$ cat config.mk
export PLATFORM = sky130hd
export DESIGN_NAME = uart_rx_fifo
export DESIGN_NICKNAME = d
export VERILOG_FILES = /design/src/rtl/uart_pkg.sv /design/src/rtl/sync_fifo_mem.sv /design/src/rtl/uart_rx_fifo.sv
export SDC_FILE = /design/constraint.sdc
export NUM_CORES = 1
export LEC_CHECK = 0
export BUFFER_PORTS_ARGS = -buffer_cell sky130_fd_sc_hd__clkbuf_2
export CORE_MARGIN = 10
export CORE_UTILIZATION = 30
export CTS_CLUSTER_SIZE = 16
export DETAILED_ROUTE_END_ITERATION = 7
export GPL_ROUTABILITY_DRIVEN = 0
export GPL_TIMING_DRIVEN = 0
export PLACE_DENSITY_LB_ADDON = 0.12
export SLEW_MARGIN = 30
export SYNTH_ARGS = -nofsm -noshare
export SYNTH_HDL_FRONTEND = slang
export SYNTH_SLANG_ARGS = --single-unit
$ cat constraint.sdc
create_clock -name clk -period 2.6 [get_ports clk]
set_clock_uncertainty 0.2 [all_clocks]
set_input_delay 0.39 -clock clk [delete_from_list [all_inputs] [get_ports clk]]
set_output_delay 0.39 -clock clk [all_outputs]
set_load 0.01 [all_outputs]
$ cat src/rtl/uart_pkg.sv
// Shared types and default sizing for the UART receive FIFO.
package uart_pkg;

    localparam int DEPTH_DEF  = 16;
    localparam int RTS_HI_DEF = 12;
    localparam int RTS_LO_DEF = 8;

    typedef struct packed {
        logic       perr;
        logic [7:0] data;
    } rx_entry_t;

    typedef enum logic {
        RUN  = 1'b0,
        HOLD = 1'b1
    } rts_state_e;

endpackage

$ cat src/rtl/sync_fifo_mem.sv
// Storage array for the receive FIFO: one clocked write port, one combinational read port.
module sync_fifo_mem
    import uart_pkg::*;
#(
    parameter int DEPTH = DEPTH_DEF
) (
    input  logic                     clk,
    input  logic                     we,
    input  logic [$clog2(DEPTH)-1:0] waddr,
    input  rx_entry_t                wdata,
    input  logic [$clog2(DEPTH)-1:0] raddr,
    output rx_entry_t                rdata
);

    // Contents are deliberately left unreset; validity is tracked by the FIFO level.
    rx_entry_t mem_q [DEPTH];

    always_ff @(posedge clk) begin
        if (we) begin
            mem_q[waddr] <= wdata;
        end
    end

    assign rdata = mem_q[raddr];

endmodule

$ cat src/rtl/uart_rx_fifo.sv
// Receive FIFO behind a UART receiver: frame-strobe detection, show-ahead read,
// sticky overrun flag and hysteretic RTS flow control.
module uart_rx_fifo
    import uart_pkg::*;
#(
    parameter int DEPTH  = DEPTH_DEF,
    parameter int RTS_HI = RTS_HI_DEF,
    parameter int RTS_LO = RTS_LO_DEF
) (
    input  logic                   clk,
    input  logic                   reset_n,
    input  logic [7:0]             rx_data,
    input  logic                   rx_done,
    input  logic                   parity_error,
    input  logic                   rd_en,
    input  logic                   flush,
    input  logic                   clr_overrun,
    output logic [7:0]             rd_data,
    output logic                   rd_perr,
    output logic                   empty,
    output logic                   full,
    output logic [$clog2(DEPTH):0] level,
    output logic                   overrun,
    output logic                   rts_n
);

    localparam int AW = $clog2(DEPTH);
    localparam int LW = AW + 1;
    localparam logic [LW-1:0] LVL_FULL = LW'(DEPTH);
    localparam logic [LW-1:0] LVL_HI   = LW'(RTS_HI);
    localparam logic [LW-1:0] LVL_LO   = LW'(RTS_LO);

    logic          rx_done_q;
    logic [AW-1:0] wr_ptr_q, wr_ptr_d;
    logic [AW-1:0] rd_ptr_q, rd_ptr_d;
    logic [LW-1:0] level_q, level_d;
    logic          overrun_q, overrun_d;
    rts_state_e    rts_q, rts_d;

    logic          push, pop, wr_en, drop, is_full, is_empty;
    rx_entry_t     wr_entry, head;

    assign is_full  = (level_q == LVL_FULL);
    assign is_empty = (level_q == '0);
    assign push     = rx_done & ~rx_done_q;
    assign pop      = rd_en & ~is_empty;
    // A pop in the same cycle frees the slot, so a push into a full FIFO still lands.
    assign wr_en    = push & (~is_full | pop);
    assign drop     = push & is_full & ~pop & ~flush;
    assign wr_entry = '{perr: parity_error, data: rx_data};

    sync_fifo_mem #(
        .DEPTH (DEPTH)
    ) u_mem (
        .clk   (clk),
        .we    (wr_en & ~flush),
        .waddr (wr_ptr_q),
        .wdata (wr_entry),
        .raddr (rd_ptr_q),
        .rdata (head)
    );

    always_comb begin
        wr_ptr_d = wr_ptr_q;
        rd_ptr_d = rd_ptr_q;
        level_d  = level_q;
        if (flush) begin
            wr_ptr_d = '0;
            rd_ptr_d = '0;
            level_d  = '0;
        end else begin
            if (wr_en) wr_ptr_d = wr_ptr_q + AW'(1);
            if (pop)   rd_ptr_d = rd_ptr_q + AW'(1);
            case ({wr_en, pop})
                2'b10:   level_d = level_q + LW'(1);
                2'b01:   level_d = level_q - LW'(1);
                default: level_d = level_q;
            endcase
        end
    end

    always_comb begin
        overrun_d = overrun_q;
        if (drop) begin
            overrun_d = 1'b1;
        end else if (clr_overrun) begin
            overrun_d = 1'b0;
        end
    end

    // Hysteresis between the two thresholds keeps rts_n from chattering around one level.
    always_comb begin
        rts_d = rts_q;
        if (flush) begin
            rts_d = RUN;
        end else begin
            case (rts_q)
                RUN:     if (level_q >= LVL_HI) rts_d = HOLD;
                HOLD:    if (level_q <= LVL_LO) rts_d = RUN;
                default: rts_d = RUN;
            endcase
        end
    end

    always_ff @(posedge clk or negedge reset_n) begin
        if (!reset_n) begin
            rx_done_q <= 1'b1;
            wr_ptr_q  <= '0;
            rd_ptr_q  <= '0;
            level_q   <= '0;
            overrun_q <= 1'b0;
            rts_q     <= RUN;
        end else begin
            rx_done_q <= rx_done;
            wr_ptr_q  <= wr_ptr_d;
            rd_ptr_q  <= rd_ptr_d;
            level_q   <= level_d;
            overrun_q <= overrun_d;
            rts_q     <= rts_d;
        end
    end

    assign rd_data = head.data;
    assign rd_perr = head.perr;
    assign empty   = is_empty;
    assign full    = is_full;
    assign level   = level_q;
    assign overrun = overrun_q;
    assign rts_n   = (rts_q == HOLD);

endmodule

# After elaboration in Yosys (flattened, before gate mapping)
# Memories as Yosys holds them, arrays and structs flattened.
# Index checks and enable logic that the tools add are counted.
# op_classes
addsub	4
n_lt_le_gt_ge	2
eq_ne	3
n_mux	14
bitwise	14
reduce_logical	5
# ops
operator	n
$mux W4	4
$pmux W5 S2	1
$add A4 B1 Y4 const B	2
$and A1 B1 Y1	7
$mux W1	7
$not A1 Y1	6
$reduce_bool A2 Y1	3
$add A5 B1 Y5 const B	1
$eq A5 B5 Y1 const B	1
$ge A5 B4 Y1 const B	1
$le A5 B4 Y1 const B	1
$logic_not A5 Y1	1
$mux W5	1
$sub A5 B1 Y5 const B	1
$reduce_bool A3 Y1	1
$eq A2 B1 Y1 const B	1
$eq A2 B2 Y1 const B	1
$pmux W1 S2	1
$or A1 B1 Y1	1
# totals
reg_bits	16
ramBits	144
inputBits	15
elab_cells	49
mem_count	1
# memory_table
memory	words	width	rd	rd_clocked_by_memory_dff	wr	line	rtl
u_mem.mem_q	16	9	1	0	1	sync_fifo_mem.sv:16	rx_entry_t mem_q [DEPTH];

# Logic depth before layout (Yosys ltp)
# Gate-level depths: netlist of the first run.
# depth
word_depth	8
depth_mapped	9
depth_no_buf	9

# Hierarchy
# From an unflattened synthesis of the first run, not the netlist that was laid out.
# hier_totals
hier_cells	345
area_unflattened_um2	6597.6
# modules_own_cells
module	instances	cells_each	area_per_inst_um2	seq_area_each_um2
sync_fifo_mem	1	245	5600.4	4324.1
uart_rx_fifo	1	100	997.2	401.6

# Worst setup path before layout of the first run
# OpenSTA, ideal clock, no wires.
# synth_path
path_type	register to register
startpoint	register level_q[1], in the netlist level[1]
endpoint	register level_q[3], in the netlist level[3]
arrival_time_ns	2.610
slack_ns	-0.275
stages_incl_launch_ff	10
n_path_buf	0
period_less_slack_ns	2.875
path_cell_list	dfrtp_1 -> or4_4 -> o21ai_4 -> or2b_4 -> inv_4 -> ha_1 -> a21o_2 -> and3_1 -> a2111oi_0 -> mux2_4
# synth_between
elab_chain_cells	8
# synth_lines
item	line	rtl
from (decl)	uart_rx_fifo.sv:36	logic [LW-1:0] level_q, level_d;
from (signal assigned)	uart_rx_fifo.sv:117	level_q <= level_d;
$logic_not A5 Y1	uart_rx_fifo.sv:44	assign is_empty = (level_q == '0);
$not A1 Y1	uart_rx_fifo.sv:46	assign pop = rd_en & ~is_empty;
$and A1 B1 Y1	uart_rx_fifo.sv:46	
$or A1 B1 Y1	uart_rx_fifo.sv:48	assign wr_en = push & (~is_full | pop);
$and A1 B1 Y1	uart_rx_fifo.sv:48	
$eq A2 B1 Y1 or $eq A2 B2 Y1 (tied branches)	uart_rx_fifo.sv:74	case ({wr_en, pop})
$pmux W5 S2	uart_rx_fifo.sv:74	
$mux W5	uart_rx_fifo.sv:67	if (flush) begin
# Several ways; a longest one is shown, not always the timed one.
# A chain may end at the register's enable or synchronous reset.

# Worst setup path after layout of the first run
# layout_path
startpoint	register rd_ptr_q[0]
endpoint	output rd_data[7]
# layout_between
elab_chain_cells	1
# layout_lines
item	line	rtl
from (decl)	uart_rx_fifo.sv:35	logic [AW-1:0] rd_ptr_q, rd_ptr_d;
from (signal assigned)	uart_rx_fifo.sv:116	rd_ptr_q <= rd_ptr_d;
$mem_v2 Z16 W9	-	
to (decl)	uart_rx_fifo.sv:18	output logic [7:0] rd_data,
# Every way passes these cells.

==> reports/qor.yml, run 1 <==
final_layout:
  layout_common_cells: "144 x edfxtp_1, 45 x mux4_2, 31 x clkbuf_2"
  fill_cells: 1998
  syn_to_final_growth_pct: 25.8
  antennaDiodeCount: 0
  drive_gt1_share_pct: 45.5
  postLayoutCellArea_sq_um: 8290
  final_util_pct: 38.2
  final_nets: 438
  layout_commonest_cell: "edfxtp_1"
place:
  post_dp_cell_area_sq_um: 7230
  hpwl_um: 10100
  portBuffers: 31
  pre_cts_ws_ns: -0.534
drt:
  vias_per_cell: 4.73
  ant_nets: 0
  drtIter0Drc: 180
  drc: 0
  drt-total-wl_um: 15300
  drt-pass1-iter-count: 4
  vias: 3336
  wire_per_inst_um: 21.7
die:
  io_pins: 33
  core-area_sq_um: 21700
  die_h_um: 168
  num_rows: 54
  initial_core_util_pct: 30.4
  die_w_um: 168
  design.die.area_sq_um: 28300
sta:
  timing.final.crit_share_pct: 115
  rsz0062_at_grt: "yes"
  timing.final.ws_setup_ns: -0.379
  fmax_mhz: 336
  max_slew.worst_pin.slew_ns: 0.731
  hold_viol_final: 0
  setup_viol: 11
  slew_headroom_pct: 51.2
  fin_crit_ns: 2.98
  drv_slew: 0
synth:
  synth-seq-cells: 160
  synth_fp_nets: 354
  yosysWarnings: 0
  netlist_instances: 330
  netlist_area_sq_um: 6590
  synth-edff-count: 144
  async_flop_share_pct: 10.0
  synth.distinct_cells: 45
  syn_area_per_cell_sq_um: 20.0
  ys.flop_type: "edfxtp_1"
  ys_seq_area_share_pct: 71.7
worst_setup_path:
  path_max_fanout: 7
  cp_data_arrival_time_ns: 2.39
  cp_num_buf_inv: 3
  crit_type: "reg -> out"
  critical_path_required_ns: 2.01
  cpMaxStageDelayCell: "mux4_2"
  max_stage_delay_ns: 0.55
  crit_path_start_kind: "register"
  cp_top_family: "multiplexers"
  path_cells: "buf_12 > buf_12 > mux4_2 > mux4_2 > clkbuf_2"
  cp-end-kind: "primary output"
outcome:
  failed_checks: "negative setup slack"
  outcome: "finished, violations left"
global_routing:
  grt_pass1_wl_um: 23200
  grt_start_max_net_pins: 17
  gr-total-overflow: 0
  first_global_vias: 3641
  grt_util_all_layers_pct: 11.1
  grt_antenna_before_repair: 0
clock_tree:
  cts_tree: "yes"
  clock-root-buffer: "clkbuf_16"
  cts.clk_slew.worst_paths_ns: 0.06
  h-tree-depth: 4
  cts_buffers: 17
  max-clock-path-buffers: 2
  clock_latency_ns: 0.42
  clock_sinks: 160
worst_hold_path:
  min_path_type: "in -> reg"
power:
  power.density_nw_per_um2: 939
  p_total_mw: 7.79
  power.leakage_nw: 2.71
  peakVddDrop_uv: 668
run:
  cap_viol_max_count: 0
## through the flow
stage | setup TNS [ns] | hold WS (ns) | cells
after detailed placement | -21.27 | 0.163 | 645
final | -3.03 | 0.209 | 706
after global placement | -66.13 | 0.156 | 641
after CTS | -3.50 | 0.214 | 697
after floorplan | -0.272 | -0.106 | 330
after global routing | -3.98 | 0.221 | 706
## worst paths after layout
kind / to / slack [ns] / startpoint / depth (start not counted)
worst min register to register: overrun / 0.33 / overrun / 2
min in group asynchronous: level[2] / 0.24 / reset_n / 2
worst max register to register: level[4] / -0.10 / level[0] / 9
max in group asynchronous: rx_done_q / 1.62 / reset_n / 2
worst max-delay path: rd_data[7] / -0.38 / rd_ptr_q[0] / 5
worst min-delay path: u_mem.mem_q[12][2] / 0.21 / rx_data[2] / 1
## cell families after synthesis
| group | Yosys count | share of synthesized area, % |
|---|---|---|
| flip-flops | 160 | 71.7 |
| AND/OR/NAND/NOR | 59 | 4.80 |
| multiplexers | 48 | 15.9 |
| buffers and inverters | 24 | 1.77 |
| AO/OA/AOI/OAI | 23 | 3.08 |
| adder cells (fa/ha/maj) | 9 | 1.82 |
| XOR/XNOR | 7 | 0.930 |
## synthesized netlist by cell type (2+ instances only)
| cell type | count | area [sq um] |
|---|---|---|
| xor2_1 | 3 | 26.3 |
| o211ai_1 | 2 | 15.0 |
| buf_6 | 2 | 22.5 |
| nand2_1 | 9 | 33.8 |
| a211oi_1 | 4 | 30.0 |
| a21oi_1 | 3 | 15.0 |
| nor2_1 | 25 | 93.8 |
| nor3_1 | 6 | 30.0 |
| mux4_2 | 45 | 1010 |
| nand2b_1 | 5 | 31.3 |
| buf_1 | 2 | 7.51 |
| nor2b_1 | 3 | 18.8 |
| xnor2_1 | 4 | 35.0 |
| ha_1 | 8 | 100 |
| nor3b_2 | 2 | 25.0 |
| buf_2 | 4 | 20.0 |
| o21ai_1 | 3 | 15.0 |
| nand3_1 | 3 | 15.0 |
| inv_1 | 8 | 30.0 |
| mux2i_1 | 2 | 20.0 |
| clkbuf_1 | 6 | 22.5 |
| dfrtp_1 | 15 | 375 |
| edfxtp_1 | 144 | 4320 |
## metal layers
| layer | part of all wire [%] | vias up | global-route usage [%] | wire (um) |
|---|---|---|---|---|
| met4 | 1.0 | 0 | 2.61 | 153 |
| met3 | 4.3 | 11 | 3.40 | 657 |
| met2 | 49 | 65 | 17.7 | 7580 |
| met1 | 45 | 1749 | 14.3 | 6930 |
| li1 | - | 1511 | - | - |
| met5 | 0 | - | 0 | 0 |
## worst register-to-register path, cell delays in order (launching register included)
cell and delay (ns):
dfrtp_2 0.42, or4_4 0.57, o21ai_4 0.14, or2b_4 0.17, inv_8 0.05, ha_4 0.26
nor2_4 0.10, a21oi_1 0.07, or4_1 0.43, a41oi_2 0.20
## final cells by class
type / instances / area [sq um] / share of cell area (%)
Sequential cell: 160 / 4730 / 57.0
Multi-Input combinational cell: 146 / 1990 / 24.0
Timing Repair Buffer: 66 / 488 / 5.89
Clock buffer: 18 / 429 / 5.18
Tap cell: 280 / 350 / 4.23
Clock inverter: 13 / 136 / 1.64
Buffer: 14 / 126 / 1.52
Inverter: 9 / 41.3 / 0.498
## state kept, by name (all words and copies together) (netlist names)
signal and count:
u_mem.mem_q 144, level 5, rd_ptr_q 4, wr_ptr_q 4, overrun 1, rts_n 1
rx_done_q 1
## power breakdown
group	internal (mW)	total, mW	switching, mW
Combinational	1.32	2.43	1.11
Sequential	2.87	2.95	0.0798
Clock	1.41	2.41	1.00
## repair_timing
action	4_1_cts	5_1_grt
gates resized for setup	45	13
hold buffers	3	0
setup buffers	18	8
pin swaps	7	8
setup endpoints to repair	142	44
endpoints found under the hold margin	17	0
gates cloned	1	1
(Power assumes the default switching activity.)
==> run 2, diff against run 1 <==
CAP_MARGIN = 25   (was unset)
CORE_UTILIZATION = 55   (was 30)
==> reports/qor.yml, run 2 (synthesis gave the netlist of run 1 again) <==
drt:
  drt-pass1-iter-count: 4  # unchanged
  vias: 3379  # was 3336
  vias_per_cell: 6.10  # was 4.73
  ant_nets: 0  # unchanged
  wire_per_inst_um: 24.7  # was 21.7 um
  drtIter0Drc: 323  # was 180
  drc: 0  # unchanged
  drt-total-wl_um: 13700  # was 15300 um
clock_tree:
  h-tree-depth: 4  # unchanged
  clock_sinks: 160  # unchanged
  cts_buffers: 17  # unchanged
  max-clock-path-buffers: 2  # unchanged
  cts_tree: "yes"  # unchanged
  clock-root-buffer: "clkbuf_16"  # unchanged
  clock_latency_ns: 0.42  # about the same
  cts.clk_slew.worst_paths_ns: 0.06  # about the same
final_layout:
  final_util_pct: 68.8  # was 38.2%
  regArea_sq_um: 4730  # about the same
  layout_commonest_cell: "edfxtp_1"  # unchanged
  layout_common_cells: "144 x edfxtp_1, 45 x mux4_2, 32 x clkbuf_2"  # was 144 x edfxtp_1, 45 x mux4_2, 31 x clkbuf_2
  largest_register: "u_mem.mem_q"  # unchanged
  final_cells: 554  # was 706
  drive_gt1_share_pct: 44.5  # was 45.5%
  antennaDiodeCount: 0  # unchanged
  largest_reg_flops: 144  # unchanged
  final_nets: 422  # was 438
  multi_input_area_sq_um: 1950  # was 1990 sq um
  syn_to_final_growth_pct: 20.8  # was 25.8%
  fill_cells: 720  # was 1998
power:
  p_total_mw: 7.63  # was 7.79 mW
  power.leakage_nw: 2.64  # was 2.71 nW
  peakVddDrop_uv: 716  # was 668 uV
  power.density_nw_per_um2: 958  # was 939 nW/um^2
global_routing:
  grt_start_max_net_pins: 17  # unchanged
  first_global_vias: 3640  # was 3641
  grt_util_all_layers_pct: 17.9  # was 11.1%
  grt_pass1_wl_um: 21600  # was 23200 um
  grt_antenna_before_repair: 0  # unchanged
  gr-total-overflow: 0  # unchanged
place:
  portBuffers: 31  # unchanged
  hpwl_um: 8800  # was 10100 um
  pre_cts_ws_ns: -0.295  # was -0.534 ns
  dp.cells: 508  # was 645
sta:
  rsz0062_at_grt: "yes"  # unchanged
  slew_headroom_pct: 56.2  # was 51.2%
  fmax_mhz: 347  # was 336 MHz
  whs_ns: 0.182  # was 0.209 ns
  hold_viol_final: 0  # unchanged
  timing.final.crit_share_pct: 111  # was 115%
  max_slew.worst_pin.slew_ns: 0.656  # was 0.731 ns
  drv_slew: 0  # unchanged
  fin_crit_ns: 2.88  # was 2.98 ns
  timing.final.ws_setup_ns: -0.282  # was -0.379 ns
  setup_viol: 11  # unchanged
die:
  core-area_sq_um: 11600  # was 21700 sq um
  design.die.area_sq_um: 16800  # was 28300 sq um
  io_pins: 33  # unchanged
  num_rows: 39  # was 54
  die_h_um: 129  # was 168 um
  initial_core_util_pct: 57.0  # was 30.4%
  die_w_um: 129  # was 168 um
worst_setup_path:
  cp-end-kind: "primary output"  # unchanged
  path_max_fanout: 9  # was 7
  cp_data_arrival_time_ns: 2.29  # was 2.39 ns
  crit_path_start_kind: "register"  # unchanged
  crit_type: "reg -> out"  # unchanged
  critical_path_required_ns: 2.01  # about the same
worst_hold_path:
  min_path_type: "in -> reg"  # unchanged
outcome:
  failed_checks: "negative setup slack"  # unchanged
  outcome: "finished, violations left"  # unchanged
run:
  cap_viol_max_count: 0  # unchanged
[run 2: changes by cell type in the layout (fill, tap and decap cells not counted), moves of 3 or more]
cell,delta
nand2_1,+4
buf_6,-3
buf_4,-12
clkinv_1,-3
nand2_2,-4
nor2_2,+4
clkinv_4,+4
nor2_4,-4
[run 2: final timing paths]
path / from / end / slack, ns / depth (start not counted)
max reg2reg: level[3] / level[4] / -0.07 / 9
max: rd_ptr_q[0] / rd_data[2] / -0.28 / 5
max in group asynchronous: reset_n / rx_done_q / 1.62 / 2
min in group asynchronous: reset_n / wr_ptr_q[3] / 0.24 / 2
min reg2reg: overrun / overrun / 0.33 / 2
min: rx_done / overrun / 0.18 / 3
[run 2: stage by stage]
step                setup TNS [ns]  area [sq um]
floorplan                   -0.272          6650
global placement            -38.23          6980
detailed placement          -15.71          7040
CTS                          -2.83          7950
global route                 -3.34          7960
finish                       -2.41          7960
[run 2: worst max-delay path: stages (launching register included)]
cell and delay (ns):
dfrtp_2 0.42, buf_12 0.13, buf_12 0.14, mux4_2 0.54
mux4_2 0.50, clkbuf_2 0.15
[run 2: per-layer routing]
| metal | GRT usage, % | wire length, um | up-vias |
|---|---|---|---|
| met1 | 23.9 | 5670 | 1771 |
| met5 | 0 | 0 | - |
| met2 | 27.2 | 6720 | 98 |
| met4 | 8.47 | 439 | 0 |
| met3 | 4.53 | 825 | 23 |
| li1 | - | - | 1487 |
[run 2: power by group]
group | switching (mW) | internal [mW] | leakage, nW | total (mW)
logic | 1.04 | 1.11 | 0.848 | 2.15
clock network | 1.00 | 1.52 | 0.290 | 2.53
registers | 0.0835 | 2.87 | 1.50 | 2.95
total | 2.12 | 5.50 | 2.64 | 7.63
[run 2: timing repair]
| action | CTS | global route |
|---|---|---|
| buffers inserted | 12 | 0 |
| pin swaps | 6 | 0 |
| hold endpoints to repair | 17 | 0 |
| hold buffers | 3 | 0 |
| endpoints found under the setup margin | 115 | 20 |
| resized for setup | 45 | 5 |
[run 2: cell type report]
class / instances / share of cell area (%)
Timing Repair Buffer: 50 / 3.93
Multi-Input combinational cell: 146 / 24.5
Clock inverter: 15 / 2.36
Inverter: 9 / 0.519
Clock buffer: 17 / 5.34
Tap cell: 143 / 2.25
Sequential cell: 160 / 59.4
Buffer: 14 / 1.63
==> run 3, diff against run 2 <==
--- a/config.mk
+++ b/config.mk
@@ -16,2 +16,3 @@
 export PLACE_DENSITY_LB_ADDON = 0.12
+export RECOVER_POWER = 25
 export SLEW_MARGIN = 30
==> constraint.sdc (replaced) <==
create_clock -name clk -period 2.6 [get_ports clk]
set_clock_uncertainty 0.2 [all_clocks]
set_input_delay 0.26 -clock clk [delete_from_list [all_inputs] [get_ports clk]]
set_output_delay 0.26 -clock clk [all_outputs]
set_load 0.01 [all_outputs]
==> reports/qor.yml, run 3 (synthesis gave the netlist of run 1 again) <==
final_layout:
  antennaDiodeCount: 0  # unchanged
  largest_register: "u_mem.mem_q"  # unchanged
  final_cells: 555  # was 554
  drive_gt1_share_pct: 43.4  # was 44.5%
  largest_reg_flops: 144  # unchanged
  syn_to_final_growth_pct: 20.9  # was 20.8%
  layout_common_cells: "144 x edfxtp_1, 45 x mux4_2, 27 x clkbuf_2"  # was 144 x edfxtp_1, 45 x mux4_2, 32 x clkbuf_2
  final_nets: 423  # was 422
  layout_commonest_cell: "edfxtp_1"  # unchanged
clock_tree:
  cts.clk_slew.worst_paths_ns: 0.06  # about the same
  cts_tree: "yes"  # unchanged
  clock_latency_ns: 0.42  # about the same
  cts_buffers: 17  # unchanged
  clock-root-buffer: "clkbuf_16"  # unchanged
  h-tree-depth: 4  # unchanged
  max-clock-path-buffers: 2  # unchanged
  clock_sinks: 160  # unchanged
worst_setup_path:
  crit_path_start_kind: "register"  # unchanged
  cpMaxStageDelayCell: "mux4_2"  # unchanged
  cp-end-kind: "primary output"  # unchanged
  crit-reg2reg-launch: "level[3]"  # unchanged
  r2r_slack_ns: -0.09  # was -0.07 ns
  rr_endpoint: "level[4]"  # unchanged
  cp_data_arrival_time_ns: 2.28  # was 2.29 ns
  crit_type: "reg -> out"  # unchanged
  path_cells: "buf_12 > buf_12 > mux4_2 > mux4_2 > clkbuf_2"  # unchanged
  critical_path_required_ns: 2.14  # was 2.01 ns
  worstRegToRegCells: 9  # unchanged
  path_max_fanout: 9  # unchanged
  cp-startpoint: "rd_ptr_q[0]"  # unchanged
  max_stage_delay_ns: 0.53  # was 0.54 ns
  crit_end: "rd_data[2]"  # unchanged
worst_hold_path:
  min_path_type: "in -> async"  # was in -> reg
outcome:
  failed_checks: "negative setup slack"  # unchanged
  outcome: "finished, violations left"  # unchanged
place:
  portBuffers: 31  # unchanged
  dp.cells: 508  # unchanged
  hpwl_um: 8800  # unchanged
die:
  design.die.area_sq_um: 16800  # unchanged
  core-area_sq_um: 11600  # unchanged
  io_pins: 33  # unchanged
  die_h_um: 129  # unchanged
  die_w_um: 129  # unchanged
  num_rows: 39  # unchanged
  initial_core_util_pct: 57.0  # unchanged
global_routing:
  first_global_vias: 3641  # was 3640
  grt_util_all_layers_pct: 17.8  # was 17.9%
  grt_antenna_before_repair: 0  # unchanged
  grt_pass1_wl_um: 21500  # was 21600 um
  grt_start_max_net_pins: 17  # unchanged
  gr-total-overflow: 0  # unchanged
drt:
  drtIter0Drc: 297  # was 323
  drt-total-wl_um: 13700  # about the same
  drc: 0  # unchanged
  vias_per_cell: 6.11  # was 6.10
  drt-pass1-iter-count: 4  # unchanged
  wire_per_inst_um: 24.7  # about the same
  ant_nets: 0  # unchanged
  vias: 3390  # was 3379
sta:
  slew_headroom_pct: 49.8  # was 56.2%
  setup_viol: 11  # unchanged
  timing.final.ws_setup_ns: -0.141  # was -0.282 ns
  hold_viol_final: 0  # unchanged
  max_slew.worst_pin.slew_ns: 0.754  # was 0.656 ns
  fin_crit_ns: 2.74  # was 2.88 ns
  timing.final.crit_share_pct: 105  # was 111%
  fmax_mhz: 365  # was 347 MHz
  rsz0062_at_grt: "yes"  # unchanged
  drv_slew: 0  # unchanged
power:
  power.density_nw_per_um2: 960  # was 958 nW/um^2
  power.leakage_nw: 2.63  # was 2.64 nW
  p_total_mw: 7.65  # was 7.63 mW
  peakVddDrop_uv: 762  # was 716 uV
run:
  cap_viol_max_count: 0  # unchanged
run 3: worst max-delay path, delay by kind of cell, from the launching register on:
family	cells	cell delay [ns]
buffers and inverters	3	0.43
muxes	2	1.03
DFF	1	0.42
run 3: stage by stage:
step / TNS [ns] / cell area (sq um) / setup WS [ns] / utilization, % / hold WS [ns]
6_report: -1.24 / 7970 / -0.141 / 68.9 / 0.115
5_1_grt: -2.28 / 7970 / -0.202 / 68.9 / 0.141
4_1_cts: -1.78 / 7900 / -0.203 / 68.3 / 0.0688
3_5_place_dp: -13.38 / 7040 / -0.295 / 60.9 / 0.0274
3_3_place_gp: -35.58 / 6980 / -0.623 / 60.4 / 0.0187
2_1_floorplan: -0.272 / 6650 / -0.162 / - / -0.236
run 3: worst min path at each step:
stage,from,end,cells past startpoint
final,reset_n,level[4],2
after global routing,reset_n,wr_ptr_q[3],2
after CTS,rx_data[7],u_mem.mem_q[14][7],1
after detailed placement,reset_n,level[3],1
after global placement,reset_n,level[3],1
after floorplan,reset_n,level[0],0
run 3: cell type report:
type / instances / area (sq um)
sequential: 160 / 4730
fill: 721 / 3590
multi-input combinational: 146 / 1960
clock buffer: 17 / 425
timing repair buffer: 51 / 314
clock inverter: 15 / 188
tap: 143 / 179
buffer: 14 / 130
inverter: 9 / 41.3
run 3: timing repair:
| action | 4_1_cts | 5_1_grt |
|---|---|---|
| endpoints found under the setup margin | 115 | 29 |
| pin swaps | 3 | 6 |
| hold buffers | 3 | 0 |
| setup buffers | 11 | 2 |
| hold endpoints to repair | 18 | 0 |
| gates resized for setup | 37 | 13 |
run 3: where the power goes:
| part | total (mW) | internal, mW | switching, mW |
|---|---|---|---|
| Combinational | 2.17 | 1.12 | 1.05 |
| Sequential | 2.95 | 2.87 | 0.0807 |
| Clock | 2.53 | 1.52 | 1.01 |
run 3: layer usage:
metal  vias to the layer above  GRT usage (%)  wire length (um)
li1                       1489              -                 -
met1                      1762           23.4              5660
met2                       111           27.5              6680
met3                        28           4.73               925
met4                         0           8.47               452
met5                         -              0                 0
